File: config.mk
export PLATFORM = sky130hd
export DESIGN_NAME = sdram_arbiter
export DESIGN_NICKNAME = d
export VERILOG_FILES = /design/src/rtl/sdram_arb_pkg.sv /design/src/rtl/arb_id_fifo.sv /design/src/rtl/sdram_arbiter.sv
export SDC_FILE = /design/constraint.sdc
export NUM_CORES = 1
export LEC_CHECK = 0
export CORE_AREA = 5 5 120 122
export DETAILED_ROUTE_END_ITERATION = 8
export DIE_AREA = 0 0 125 127
export DONT_BUFFER_PORTS = 1
export GPL_ROUTABILITY_DRIVEN = 0
export PLACE_DENSITY = 0.4
export SLEW_MARGIN = 10
export SYNTH_ARGS = -nofsm -noshare
export SYNTH_HDL_FRONTEND = slang
export SYNTH_SLANG_ARGS = --single-unit
File: constraint.sdc
create_clock -name sys_clk -period 4.85 [get_ports sys_clk]
set_clock_uncertainty 0.2 [all_clocks]
set_input_delay 0.97 -clock sys_clk [delete_from_list [all_inputs] [get_ports sys_clk]]
set_output_delay 0.97 -clock sys_clk [all_outputs]
set_load 0.03 [all_outputs]
File: src/rtl/sdram_arb_pkg.sv
// Shared types and IDs for the two-requester SDRAM arbiter.
package sdram_arb_pkg;
  typedef enum logic [1:0] {IDLE = 2'd0, GNT0 = 2'd1, GNT1 = 2'd2} arb_state_t;
  typedef logic arb_id_t;
  localparam arb_id_t ID_M0 = 1'b0;
  localparam arb_id_t ID_M1 = 1'b1;
endpackage

File: src/rtl/arb_id_fifo.sv
// In-order FIFO of requester IDs for outstanding reads.
// Push on full and pop on empty are ignored.
module arb_id_fifo
  import sdram_arb_pkg::*;
#(
  parameter int DEPTH = 8
) (
  input  logic    clk,
  input  logic    rst,
  input  logic    push,
  input  arb_id_t push_id,
  input  logic    pop,
  output logic    full,
  output logic    empty,
  output arb_id_t head
);
  localparam int AW = $clog2(DEPTH);

  arb_id_t        mem_q [DEPTH];
  arb_id_t        mem_d [DEPTH];
  logic [AW-1:0]  wr_ptr_q, wr_ptr_d, rd_ptr_q, rd_ptr_d;
  logic [AW:0]    cnt_q, cnt_d;
  logic           do_push, do_pop;

  assign full  = (cnt_q == (AW+1)'(DEPTH));
  assign empty = (cnt_q == '0);
  assign head  = mem_q[rd_ptr_q];

  // Pointer/occupancy update; depth is a power of 2 so pointers wrap naturally.
  always_comb begin
    do_push  = push & ~full;
    do_pop   = pop & ~empty;
    mem_d    = mem_q;
    if (do_push) mem_d[wr_ptr_q] = push_id;
    wr_ptr_d = wr_ptr_q + AW'(do_push);
    rd_ptr_d = rd_ptr_q + AW'(do_pop);
    cnt_d    = cnt_q + (AW+1)'(do_push) - (AW+1)'(do_pop);
  end

  // State registers; storage needs no reset since occupancy gates it.
  always_ff @(posedge clk) begin
    mem_q <= mem_d;
    if (rst) begin
      wr_ptr_q <= '0;
      rd_ptr_q <= '0;
      cnt_q    <= '0;
    end else begin
      wr_ptr_q <= wr_ptr_d;
      rd_ptr_q <= rd_ptr_d;
      cnt_q    <= cnt_d;
    end
  end
endmodule

File: src/rtl/sdram_arbiter.sv
// Round-robin arbiter sharing one Avalon-MM SDRAM port between the video
// reader (m0) and the stream writer (m1), with a bounded hold window and
// in-order read-data routing. Optional counters under SDRAM_ARB_STATS_EN.
module sdram_arbiter
  import sdram_arb_pkg::*;
#(
  parameter int DATA_BYTES  = 4,
  parameter int ADDR_W      = 32,
  parameter int MAX_PENDING = 8,
  parameter int HOLD_MAX    = 16
) (
  input  logic                    sys_clk,
  input  logic                    sys_rst,
  input  logic [ADDR_W-1:0]       m0_address,
  input  logic                    m0_read,
  input  logic                    m0_write,
  input  logic [8*DATA_BYTES-1:0] m0_writedata,
  input  logic [DATA_BYTES-1:0]   m0_byteenable,
  output logic                    m0_waitrequest,
  output logic [8*DATA_BYTES-1:0] m0_readdata,
  output logic                    m0_readdatavalid,
  input  logic [ADDR_W-1:0]       m1_address,
  input  logic                    m1_read,
  input  logic                    m1_write,
  input  logic [8*DATA_BYTES-1:0] m1_writedata,
  input  logic [DATA_BYTES-1:0]   m1_byteenable,
  output logic                    m1_waitrequest,
  output logic [8*DATA_BYTES-1:0] m1_readdata,
  output logic                    m1_readdatavalid,
  output logic [ADDR_W-1:0]       s_address,
  output logic                    s_read,
  output logic                    s_write,
  output logic [8*DATA_BYTES-1:0] s_writedata,
  output logic [DATA_BYTES-1:0]   s_byteenable,
  input  logic                    s_waitrequest,
  input  logic [8*DATA_BYTES-1:0] s_readdata,
  input  logic                    s_readdatavalid
`ifdef SDRAM_ARB_STATS_EN
  ,
  output logic [31:0]             m0_cmd_count,
  output logic [31:0]             m1_cmd_count,
  output logic [31:0]             stall_count
`endif
);
  localparam int HW = $clog2(HOLD_MAX + 1);

  arb_state_t    state_q, state_d;
  logic          ptr_q, ptr_d;          // 0 favours m0, 1 favours m1
  logic [HW-1:0] hold_q, hold_d;
  logic          req0, req1, gnt_req, oth_req, accept, hold_hit;
  logic          fifo_full, fifo_empty;
  arb_id_t       gnt_id, head_id;

  assign req0   = m0_read | m0_write;
  assign req1   = m1_read | m1_write;
  assign gnt_id = (state_q == GNT1) ? ID_M1 : ID_M0;
  assign accept = (s_read | s_write) & ~s_waitrequest;

  // Command mux: granted requester drives the SDRAM port; reads stall on a full ID FIFO.
  always_comb begin
    s_address      = '0;
    s_read         = 1'b0;
    s_write        = 1'b0;
    s_writedata    = '0;
    s_byteenable   = '0;
    m0_waitrequest = 1'b1;
    m1_waitrequest = 1'b1;
    case (state_q)
      GNT0: begin
        s_address      = m0_address;
        s_read         = m0_read & ~fifo_full;
        s_write        = m0_write;
        s_writedata    = m0_writedata;
        s_byteenable   = m0_byteenable;
        m0_waitrequest = s_waitrequest | (m0_read & fifo_full);
      end
      GNT1: begin
        s_address      = m1_address;
        s_read         = m1_read & ~fifo_full;
        s_write        = m1_write;
        s_writedata    = m1_writedata;
        s_byteenable   = m1_byteenable;
        m1_waitrequest = s_waitrequest | (m1_read & fifo_full);
      end
      default: ;
    endcase
  end

  // Grant FSM: release when the owner goes quiet or fills its hold window.
  always_comb begin
    state_d  = state_q;
    ptr_d    = ptr_q;
    hold_d   = hold_q;
    gnt_req  = (gnt_id == ID_M1) ? req1 : req0;
    oth_req  = (gnt_id == ID_M1) ? req0 : req1;
    hold_hit = accept && (hold_q == HW'(HOLD_MAX - 1));
    case (state_q)
      IDLE: begin
        if (req0 && (!req1 || !ptr_q)) state_d = GNT0;
        else if (req1)                 state_d = GNT1;
      end
      GNT0, GNT1: begin
        if (!gnt_req || hold_hit) begin
          ptr_d  = ~gnt_id;
          hold_d = '0;
          if (oth_req)      state_d = (gnt_id == ID_M0) ? GNT1 : GNT0;
          else if (!gnt_req) state_d = IDLE;
        end else begin
          hold_d = hold_q + HW'(accept);
        end
      end
      default: state_d = IDLE;
    endcase
  end

  // Arbitration state registers.
  always_ff @(posedge sys_clk) begin
    if (sys_rst) begin
      state_q <= IDLE;
      ptr_q   <= 1'b0;
      hold_q  <= '0;
    end else begin
      state_q <= state_d;
      ptr_q   <= ptr_d;
      hold_q  <= hold_d;
    end
  end

  arb_id_fifo #(.DEPTH(MAX_PENDING)) u_id_fifo (
    .clk     (sys_clk),
    .rst     (sys_rst),
    .push    (accept & s_read),
    .push_id (gnt_id),
    .pop     (s_readdatavalid),
    .full    (fifo_full),
    .empty   (fifo_empty),
    .head    (head_id)
  );

  // Read data is broadcast; only the owner of the FIFO head sees valid.
  assign m0_readdata      = s_readdata;
  assign m1_readdata      = s_readdata;
  assign m0_readdatavalid = s_readdatavalid & ~fifo_empty & (head_id == ID_M0);
  assign m1_readdatavalid = s_readdatavalid & ~fifo_empty & (head_id == ID_M1);

`ifdef SDRAM_ARB_STATS_EN
  logic [31:0] m0_cnt_q, m0_cnt_d, m1_cnt_q, m1_cnt_d, stall_q, stall_d;

  assign m0_cmd_count = m0_cnt_q;
  assign m1_cmd_count = m1_cnt_q;
  assign stall_count  = stall_q;

  // Free-running counters of accepted commands and unserved request cycles.
  always_comb begin
    m0_cnt_d = m0_cnt_q + 32'(accept && gnt_id == ID_M0);
    m1_cnt_d = m1_cnt_q + 32'(accept && gnt_id == ID_M1);
    stall_d  = stall_q + 32'((req0 | req1) & ~accept);
  end

  // Statistics registers.
  always_ff @(posedge sys_clk) begin
    if (sys_rst) begin
      m0_cnt_q <= '0;
      m1_cnt_q <= '0;
      stall_q  <= '0;
    end else begin
      m0_cnt_q <= m0_cnt_d;
      m1_cnt_q <= m1_cnt_d;
      stall_q  <= stall_d;
    end
  end
`endif

`ifndef SYNTHESIS
  // Read and write together from one requester is a protocol violation.
  always @(posedge sys_clk) begin
    if (!sys_rst) begin
      assert (!(m0_read && m0_write));
      assert (!(m1_read && m1_write));
    end
  end
`endif
endmodule

==> results of run 1 <==
[flip-flops by register name, indices dropped and copies added (netlist names)]
register / flops
u_id_fifo.mem_q: 8
hold_q: 5
u_id_fifo.cnt_q: 4
u_id_fifo.rd_ptr_q: 3
u_id_fifo.wr_ptr_q: 3
state_q: 2
ptr_q: 1
[routing by layer]
layer,wire length [um],up-vias,global-route usage (%)
li1,-,1108,-
met1,4720,1158,17.2
met2,6070,167,23.9
met3,1220,10,5.59
met4,109,2,1.85
met5,8,-,0
[logic make-up (layout without fill, tap and decap cells)]
kind of cell	Yosys count	after routing
AOI/OAI and AO/OA	91	91
buffers and inverters	104	20
adders and majority gates	18	18
muxes	7	7
xor gates and xnor gates	4	4
and+or+nand+nor	132	132
DFF	26	26
[placed cells by master, fill, tap and decap left out, types with 4 or more instances in the layout]
cell type,instances
nand2_1,12
a22oi_1,69
inv_1,12
nand3_1,11
xnor2_1,4
ha_1,15
dfxtp_1,18
nor2b_1,6
nor2_1,88
a21oi_1,7
edfxtp_1,8
[cells in the mapped netlist, drive strengths merged (2+ instances only)]
master  number
nand2       12
nor2        88
mux2i        4
xnor2        4
buf         69
o21ai        2
nand2b       3
nand3       11
mux4         2
edfxtp       8
inv         13
nor3         2
nand3b       2
ha          17
a22oi       69
or2          2
a211oi       2
and3         2
nor2b        6
dfxtp       18
a21oi        7
clkbuf      22
a21o         2
[path summary, 6_finish.rpt]
kind,slack [ns],endpoint,startpoint,cells past startpoint
hold reg to reg,0.29,hold_q[0]$_SDFFE_PP0P_,hold_q[0]$_SDFFE_PP0P_,2
hold / removal,0.29,hold_q[0]$_SDFFE_PP0P_,hold_q[0]$_SDFFE_PP0P_,2
setup reg to reg,1.29,hold_q[4]$_SDFFE_PP0P_,state_q[0]$_SDFFE_PP0P_,12
setup / recovery,0.93,s_writedata[19],state_q[0]$_SDFFE_PP0P_,5
[critical path: stages (launching register included)]
cell and delay [ns]:
dfxtp_1 0.33, inv_1 0.14, ha_2 0.79, buf_4 0.45, a22oi_1 0.20, nor2_1 0.55
[area by class of cell]
| type | instances | area, um2 |
|---|---|---|
| clock buffers | 3 | 75.1 |
| flip-flops and latches | 26 | 601 |
| well taps | 176 | 220 |
| fillers | 1452 | 10400 |
| repair buffers | 3 | 22.5 |
| clock inverters | 1 | 30.0 |
| multi-input cells | 252 | 1670 |
| inverters | 13 | 48.8 |
[power groups by stage]
stage                     combinational, uW  clock (uW)  sequential, uW
after CTS                              1310         248             293
after detailed placement               1300           0             297
after global placement                 1280           0             297
final                                  1280         242             292
after global routing                   1430         255             297
after floorplan                        1180           0             290
[per-stage QoR]
stage	hold WS (ns)	util, %	worst slack (ns)
3_3_place_gp	0.265	19.6	1.32
6_report	0.291	20.4	0.926
4_1_cts	0.282	20.4	0.920
3_5_place_dp	0.265	19.6	1.23
5_1_grt	0.289	20.4	0.743
2_1_floorplan	0.249	-	1.73
==> flow_summary.yaml, run 1 <==
run_status:
  status: "finished clean"
timing:
  setup_violations: 0
  post-route-period-util_pct: 80.9
  setup_tns_ns: 0
  final.min_clock_period_ns: 3.92
  rsz0062_at_grt: "no"
  hold_violations: 0
  fmax_mhz: 255
  slew_violations: 0
  slew_headroom_pct: 41.6
  worst_pin_slew_ns: 0.876
power_and_ir_drop:
  switching_share_pct: 58.1
  p_int_uw: 759
  ir_drop_mv: 0.220
  combPwrFrac_pct: 70.6
  p_clk_share_pct: 13.3
  total_switching_power_uw: 1050
  powerDensity_nw_per_um2: 680
  p_leak_uw: 0.000868
  p_total_uw: 1810
  p_seq_share_pct: 16.1
clock_tree:
  cts_root_buffer: "clkbuf_16"
  cts_sinks: 26
  cts_buffer_depth: 2
  htreeDepth: 1
  clk_latency_ns: 0.26
  ctsHoldBuffers: 0
  postCtsSetupRepairBufs: 0
  numCtsBuffers: 3
  path_clk_slew_ns: 0.07
  cts_resized: 0
  cts_tree: "yes"
yosys:
  synth_adder_area_share_pct: 8.01
  muxShareOfSynthArea_pct: 3.88
  synth-compound-area-share_pct: 24.3
  synthTopCellsByArea: "a22oi_1, buf_4, dfxtp_1"
  yosysTopAreaCell: "a22oi_1"
  synth-edff-count: 8
  synth_nets: 576
  synth_top_cell_area_share_pct: 17.8
  synth_warnings: 0
  yosysSeqAreaShare_pct: 20.7
  syn_inst: 382
  synth_area_per_cell_um2: 7.60
  yosys.cell_types.count: 44
  synthSimpleGateAreaFrac_pct: 19.9
  ys_ff_latch: 26
  synth_top_family_by_area: "compound AO/OA/AOI/OAI gates"
  synth-main-ff-cell: "dfxtp_1"
  netlist_area_um2: 2900
  synth_xor_area_share_pct: 1.21
  synthArstFlopShare_pct: 0
worst_hold_path:
  hold_class: "flop to flop"
critical_path:
  startpoint_type: "flop"
  worstSetupEndpointType: "primary output"
  crit_fanout: 46
  critical_path_required_ns: 3.68
  cp.arrival_ns: 2.75
  worstSetupPathType: "flop to primary output"
final_layout:
  layout-drive-gt1-share_pct: 7.05
  area_growth_pct: -8.19
  layout.nets: 493
  post-route-cell-area_um2: 2670
  instances_no_fill: 474
  n_antenna_cell: 0
die:
  die_h_um: 127
  core_um2: 13100
  floorplan.rows: 42
  dieArea_um2: 15900
  ios: 314
  start_util_pct: 22.2
  fp.dieW_um: 125
placed_design:
  dp_hpwl_um: 10300
  numPortBuffers: 0
  placed_cells: 470
  place_area_um2: 2560
grt:
  antenna_found_initial: 1
  grt_pass1_vias: 2376
  grt.overflow.total: 0
  grt_max_degree: 49
  grt_pass1_wl_um: 16800
  grt_usage_pct: 14.0
drt:
  totalWireLength_um: 12100
  vias: 2445
  via_per_inst: 5.16
  post_drt_wl_per_cell_um: 25.6
  drc: 0
  first_pass_iters: 4
  drtIter0Drc: 222
  drtAntennaViolNets: 0
run:
  maxCapViolCount: 0
Note: power is estimated with default switching activity, not from simulation.
==> run 2: changes to the inputs <==
- CORE_AREA: 5 5 120 122 -> 5 5 119 121
- DIE_AREA: 0 0 125 127 -> 0 0 124 126
- PLACE_DENSITY: 0.4 -> 0.42
- clock period: 4.85 -> 3.4 ns (I/O delays scaled with it)
==> flow_summary.yaml, run 2 (synthesis results as in run 1) <==
run_status:
  status: "finished clean"
power_and_ir_drop:
  p_clk_share_pct: 12.4
  p_seq_share_pct: 15.3
  switching_share_pct: 56.0
  powerDensity_nw_per_um2: 959
  ir_drop_mv: 0.349
  p_total_uw: 2730
  combPwrFrac_pct: 72.3
  p_leak_uw: 0.000983
  total_switching_power_uw: 1530
  p_int_uw: 1200
grt:
  grt_max_degree: 47
  antenna_found_initial: 5
  grt.overflow.total: 0
  grt_usage_pct: 14.2
  grt_pass1_vias: 2464
  grt_pass1_wl_um: 16300
critical_path:
  cp_cell_sequence: "inv_1 > ha_1 > inv_2 > buf_12 > nor2_1"
  critical_path_required_ns: 2.52
  worstSetupPathType: "flop to primary output"
  crit_family: "simple AND/OR/NAND/NOR gates"
  rr_worst_depth: 11
  cp.arrival_ns: 2.15
  worstSetupEndpointType: "primary output"
  worst_path_largest_cell_delay_ns: 0.52
  path_depth: 5
  path_buf_inv: 3
  crit_fanout: 46
  startpoint_type: "flop"
  cp_slowest_cell: "nor2_1"
drt:
  totalWireLength_um: 11900
  first_pass_iters: 4
  drc: 0
  via_per_inst: 5.05
  vias: 2497
  post_drt_wl_per_cell_um: 24.0
  drtAntennaViolNets: 0
  drtIter0Drc: 158
die:
  fp.dieW_um: 124
  core_um2: 13000
  ios: 314
  die_h_um: 126
  dieArea_um2: 15600
  floorplan.rows: 42
  start_util_pct: 22.4
timing:
  final.min_clock_period_ns: 3.03
  slew_headroom_pct: 58.5
  rsz0062_at_grt: "no"
  slew_violations: 0
  worst_pin_slew_ns: 0.620
  setup_violations: 0
  fmax_mhz: 330
  worst_hold_slack_ns: 0.283
  post-route-period-util_pct: 89.1
  setup_tns_ns: 0
  hold_violations: 0
clock_tree:
  cts_resized: 0
  cts_root_buffer: "clkbuf_16"
  clk_latency_ns: 0.26
  cts_sinks: 26
  postCtsSetupRepairBufs: 0
  htreeDepth: 1
  ctsHoldBuffers: 0
  numCtsBuffers: 3
  path_clk_slew_ns: 0.07
  cts_buffer_depth: 2
  cts_tree: "yes"
run:
  maxCapViolCount: 0
worst_hold_path:
  hold_class: "flop to flop"
  holdPathStages: 2
final_layout:
  biggestRegsByFlops: "u_id_fifo.mem_q: 8 flops, hold_q: 5 flops, u_id_fifo.cnt_q: 4 flops"
  mostFrequentLayoutCells: "nor2_1, a22oi_1, buf_4"
  regMostFlops: "u_id_fifo.mem_q"
  largest_register_ffs: 8
  n_antenna_cell: 0
  layout.nets: 513
  fill_cells: 1489
  mostFrequentLayoutCell: "nor2_1"
  layout-drive-gt1-share_pct: 12.9
  area_growth_pct: -2.15
placed_design:
  numPortBuffers: 0
  dp_hpwl_um: 10200
run 2: cell types whose count changed in the layout (fill, tap and decap cells not counted), sizes merged:
| cell | previous run | this run |
|---|---|---|
| buf | 3 | 23 |
run 2: power by group through the flow:
| stage | logic, uW | registers, uW | clock network, uW |
|---|---|---|---|
| final | 1970 | 416 | 339 |
| after CTS | 2010 | 418 | 353 |
| after global routing | 2190 | 425 | 371 |
| after detailed placement | 2010 | 424 | 0 |
| after floorplan | 1680 | 414 | 0 |
| after global placement | 1980 | 423 | 0 |
run 2: worst min-delay path: cells and delay by family, from the launching register on:
family	cells	cell delay, ns
AO/OA/AOI/OAI	1	0.05
flip-flops	1	0.33
AND/OR/NAND/NOR	1	0.06
run 2: metal layers:
layer / routed length [um] / part of all wire, % / vias up / global-route usage (%)
li1: - / - / 1144 / -
met1: 4780 / 40 / 1161 / 18.3
met2: 5280 / 44 / 166 / 20.6
met3: 1620 / 14 / 16 / 8.34
met4: 142 / 1.2 / 10 / 2.45
met5: 52 / 0.44 / - / 0
run 2: area by class of cell:
class / instances / area (um2) / area share (%)
multi-input combinational: 252 / 1670 / 58.7
timing repair buffer: 23 / 198 / 6.96
tap: 176 / 220 / 7.75
clock inverter: 1 / 30.0 / 1.06
inverter: 13 / 48.8 / 1.72
clock buffer: 3 / 75.1 / 2.64
sequential: 26 / 601 / 21.1
run 2: worst paths after layout:
| kind | endpoint | startpoint | slack [ns] |
|---|---|---|---|
| max | s_address[13] | state_q[0]$_SDFFE_PP0P_ | 0.37 |
| min reg2reg | hold_q[0]$_SDFFE_PP0P_ | hold_q[0]$_SDFFE_PP0P_ | 0.28 |
| max reg2reg | hold_q[4]$_SDFFE_PP0P_ | state_q[0]$_SDFFE_PP0P_ | 0.60 |
| min | hold_q[0]$_SDFFE_PP0P_ | hold_q[0]$_SDFFE_PP0P_ | 0.28 |
run 2: stage by stage:
stage | area (um2) | std cells | util (%) | worst slack (ns)
floorplan | 2900 | 382 | - | 0.569
global placement | 2740 | 490 | 21.1 | 0.634
detailed placement | 2740 | 490 | 21.1 | 0.585
CTS | 2840 | 494 | 21.9 | 0.338
global route | 2840 | 494 | 21.9 | 0.222
finish | 2840 | 494 | 21.9 | 0.371
==> run 3: changes to the inputs <==
--- a/config.mk
+++ b/config.mk
@@ -8,2 +8,3 @@
 export CORE_AREA = 5 5 119 121
+export CTS_CLUSTER_SIZE = 14
 export DETAILED_ROUTE_END_ITERATION = 8
@@ -12,3 +13,3 @@
 export GPL_ROUTABILITY_DRIVEN = 0
-export PLACE_DENSITY = 0.42
+export PLACE_DENSITY = 0.44
 export SLEW_MARGIN = 10
--- a/constraint.sdc
+++ b/constraint.sdc
@@ -4,2 +4,2 @@
 set_output_delay 0.68 -clock sys_clk [all_outputs]
-set_load 0.03 [all_outputs]
+set_load 0.05 [all_outputs]
==> flow_summary.yaml, run 3 (synthesis results as in run 1) <==
clock_tree:
  numCtsBuffers: 3
  path_clk_slew_ns: 0.07
  cts_resized: 0
  cts_root_buffer: "clkbuf_16"
  ctsHoldBuffers: 0
  postCtsSetupRepairBufs: 0
  htreeDepth: 1
  cts_tree: "yes"
  cts_sinks: 26
  cts_buffer_depth: 2
  clk_latency_ns: 0.26
critical_path:
  crit_family: "buffers and inverters"
  path_buf_inv: 4
  worstSetupEndpointType: "primary output"
  worst_path_largest_cell_delay_ns: 0.44
  startpoint_type: "flop"
  cp_slowest_cell: "ha_1"
  cp_cell_sequence: "inv_1 > ha_1 > inv_2 > buf_12 > nor2_1 > buf_4"
  crit_fanout: 50
  critical_path_required_ns: 2.52
  worstSetupPathType: "flop to primary output"
  cp.arrival_ns: 2.23
grt:
  grt.overflow.total: 0
  grt_max_degree: 51
  antenna_found_initial: 2
  grt_usage_pct: 13.5
  grt_pass1_wl_um: 16200
  grt_pass1_vias: 2652
drt:
  post_drt_wl_per_cell_um: 20.7
  drtAntennaViolNets: 0
  drtIter0Drc: 134
  first_pass_iters: 4
  totalWireLength_um: 11300
  via_per_inst: 4.92
  drc: 0
  vias: 2693
placed_design:
  numPortBuffers: 0
  place_area_um2: 3120
  dp_hpwl_um: 9610
  pre_cts_ws_ns: 0.554
worst_hold_path:
  hold_class: "input port to flop"
power_and_ir_drop:
  p_total_uw: 3230
  powerDensity_nw_per_um2: 1000
  ir_drop_mv: 0.377
  p_leak_uw: 0.00127
timing:
  worst_pin_slew_ns: 0.637
  rsz0062_at_grt: "no"
  post-route-period-util_pct: 91.4
  setup_violations: 0
  hold_violations: 0
  fmax_mhz: 322
  final.min_clock_period_ns: 3.11
  slew_violations: 0
  slew_headroom_pct: 57.6
  fin_ws_ns: 0.292
  setup_tns_ns: 0
final_layout:
  post-route-cell-area_um2: 3230
  mostFrequentLayoutCells: "nor2_1, buf_4, a22oi_1"
  regMostFlops: "u_id_fifo.mem_q"
  largest_register_ffs: 8
  area_growth_pct: 11.1
  n_antenna_cell: 0
  layout.nets: 566
  biggestRegsByFlops: "u_id_fifo.mem_q: 8 flops, hold_q: 5 flops, u_id_fifo.cnt_q: 4 flops"
  layout-drive-gt1-share_pct: 25.3
  fill_cells: 1476
  mostFrequentLayoutCell: "nor2_1"
die:
  ios: 314
  start_util_pct: 22.4
  floorplan.rows: 42
  dieArea_um2: 15600
  fp.dieW_um: 124
  die_h_um: 126
  core_um2: 13000
run_status:
  status: "finished clean"
run:
  maxCapViolCount: 0
[run 3: cell types whose count changed in the layout (fill, tap and decap cells not counted), sizes merged]
| cell | change |
|---|---|
| buf | +53 |
[run 3: layer usage]
layer	up-vias	track usage [%]	part of all wire, %
li1	1253	-	-
met1	1257	17.3	40
met2	169	20.8	47
met3	10	6.95	13
met4	4	1.68	0.42
met5	-	0	0.23
[run 3: power breakdown]
part / leakage, uW / total, uW / internal, uW / switching, uW
registers: 0.000221 / 416 / 380 / 36.6
logic: 0.000996 / 2470 / 754 / 1720
clock network: 0.0000511 / 348 / 234 / 113
[run 3: path summary, 6_finish.rpt]
check                               start                             to  slack [ns]  cells after the start
hold reg to reg    hold_q[0]$_SDFFE_PP0P_         hold_q[0]$_SDFFE_PP0P_        0.29                      2
setup reg to reg  state_q[1]$_SDFFE_PP0P_         hold_q[4]$_SDFFE_PP0P_        0.59                     11
setup / recovery  state_q[0]$_SDFFE_PP0P_                  s_address[27]        0.29                      6
hold / removal                    sys_rst  u_id_fifo.cnt_q[1]$_SDFF_PP0_        0.29                      1
[run 3: cell type report]
cell class / count / area [um2] / area share, %
tap: 176 / 220 / 6.82
clock buffer: 3 / 75.1 / 2.33
sequential: 26 / 601 / 18.6
clock inverter: 1 / 30.0 / 0.931
timing repair buffer: 76 / 583 / 18.1
inverter: 13 / 48.8 / 1.51
multi-input combinational: 252 / 1670 / 51.7
[run 3: worst reg2reg max path, delay by kind of cell (launching register included)]
kind / cells / cell delay [ns]
adders and majority gates: 3 / 0.94
AOI/OAI and AO/OA: 3 / 0.70
buffers and inverters: 1 / 0.10
DFF: 1 / 0.36
and+or+nand+nor: 4 / 0.40
[run 3: stage by stage]
stage | hold WS, ns | std cells | util (%)
floorplan | 0.249 | 382 | -
global placement | 0.270 | 543 | 24.1
detailed placement | 0.283 | 543 | 24.1
CTS | 0.278 | 547 | 24.9
global route | 0.265 | 547 | 24.9
finish | 0.286 | 547 | 24.9
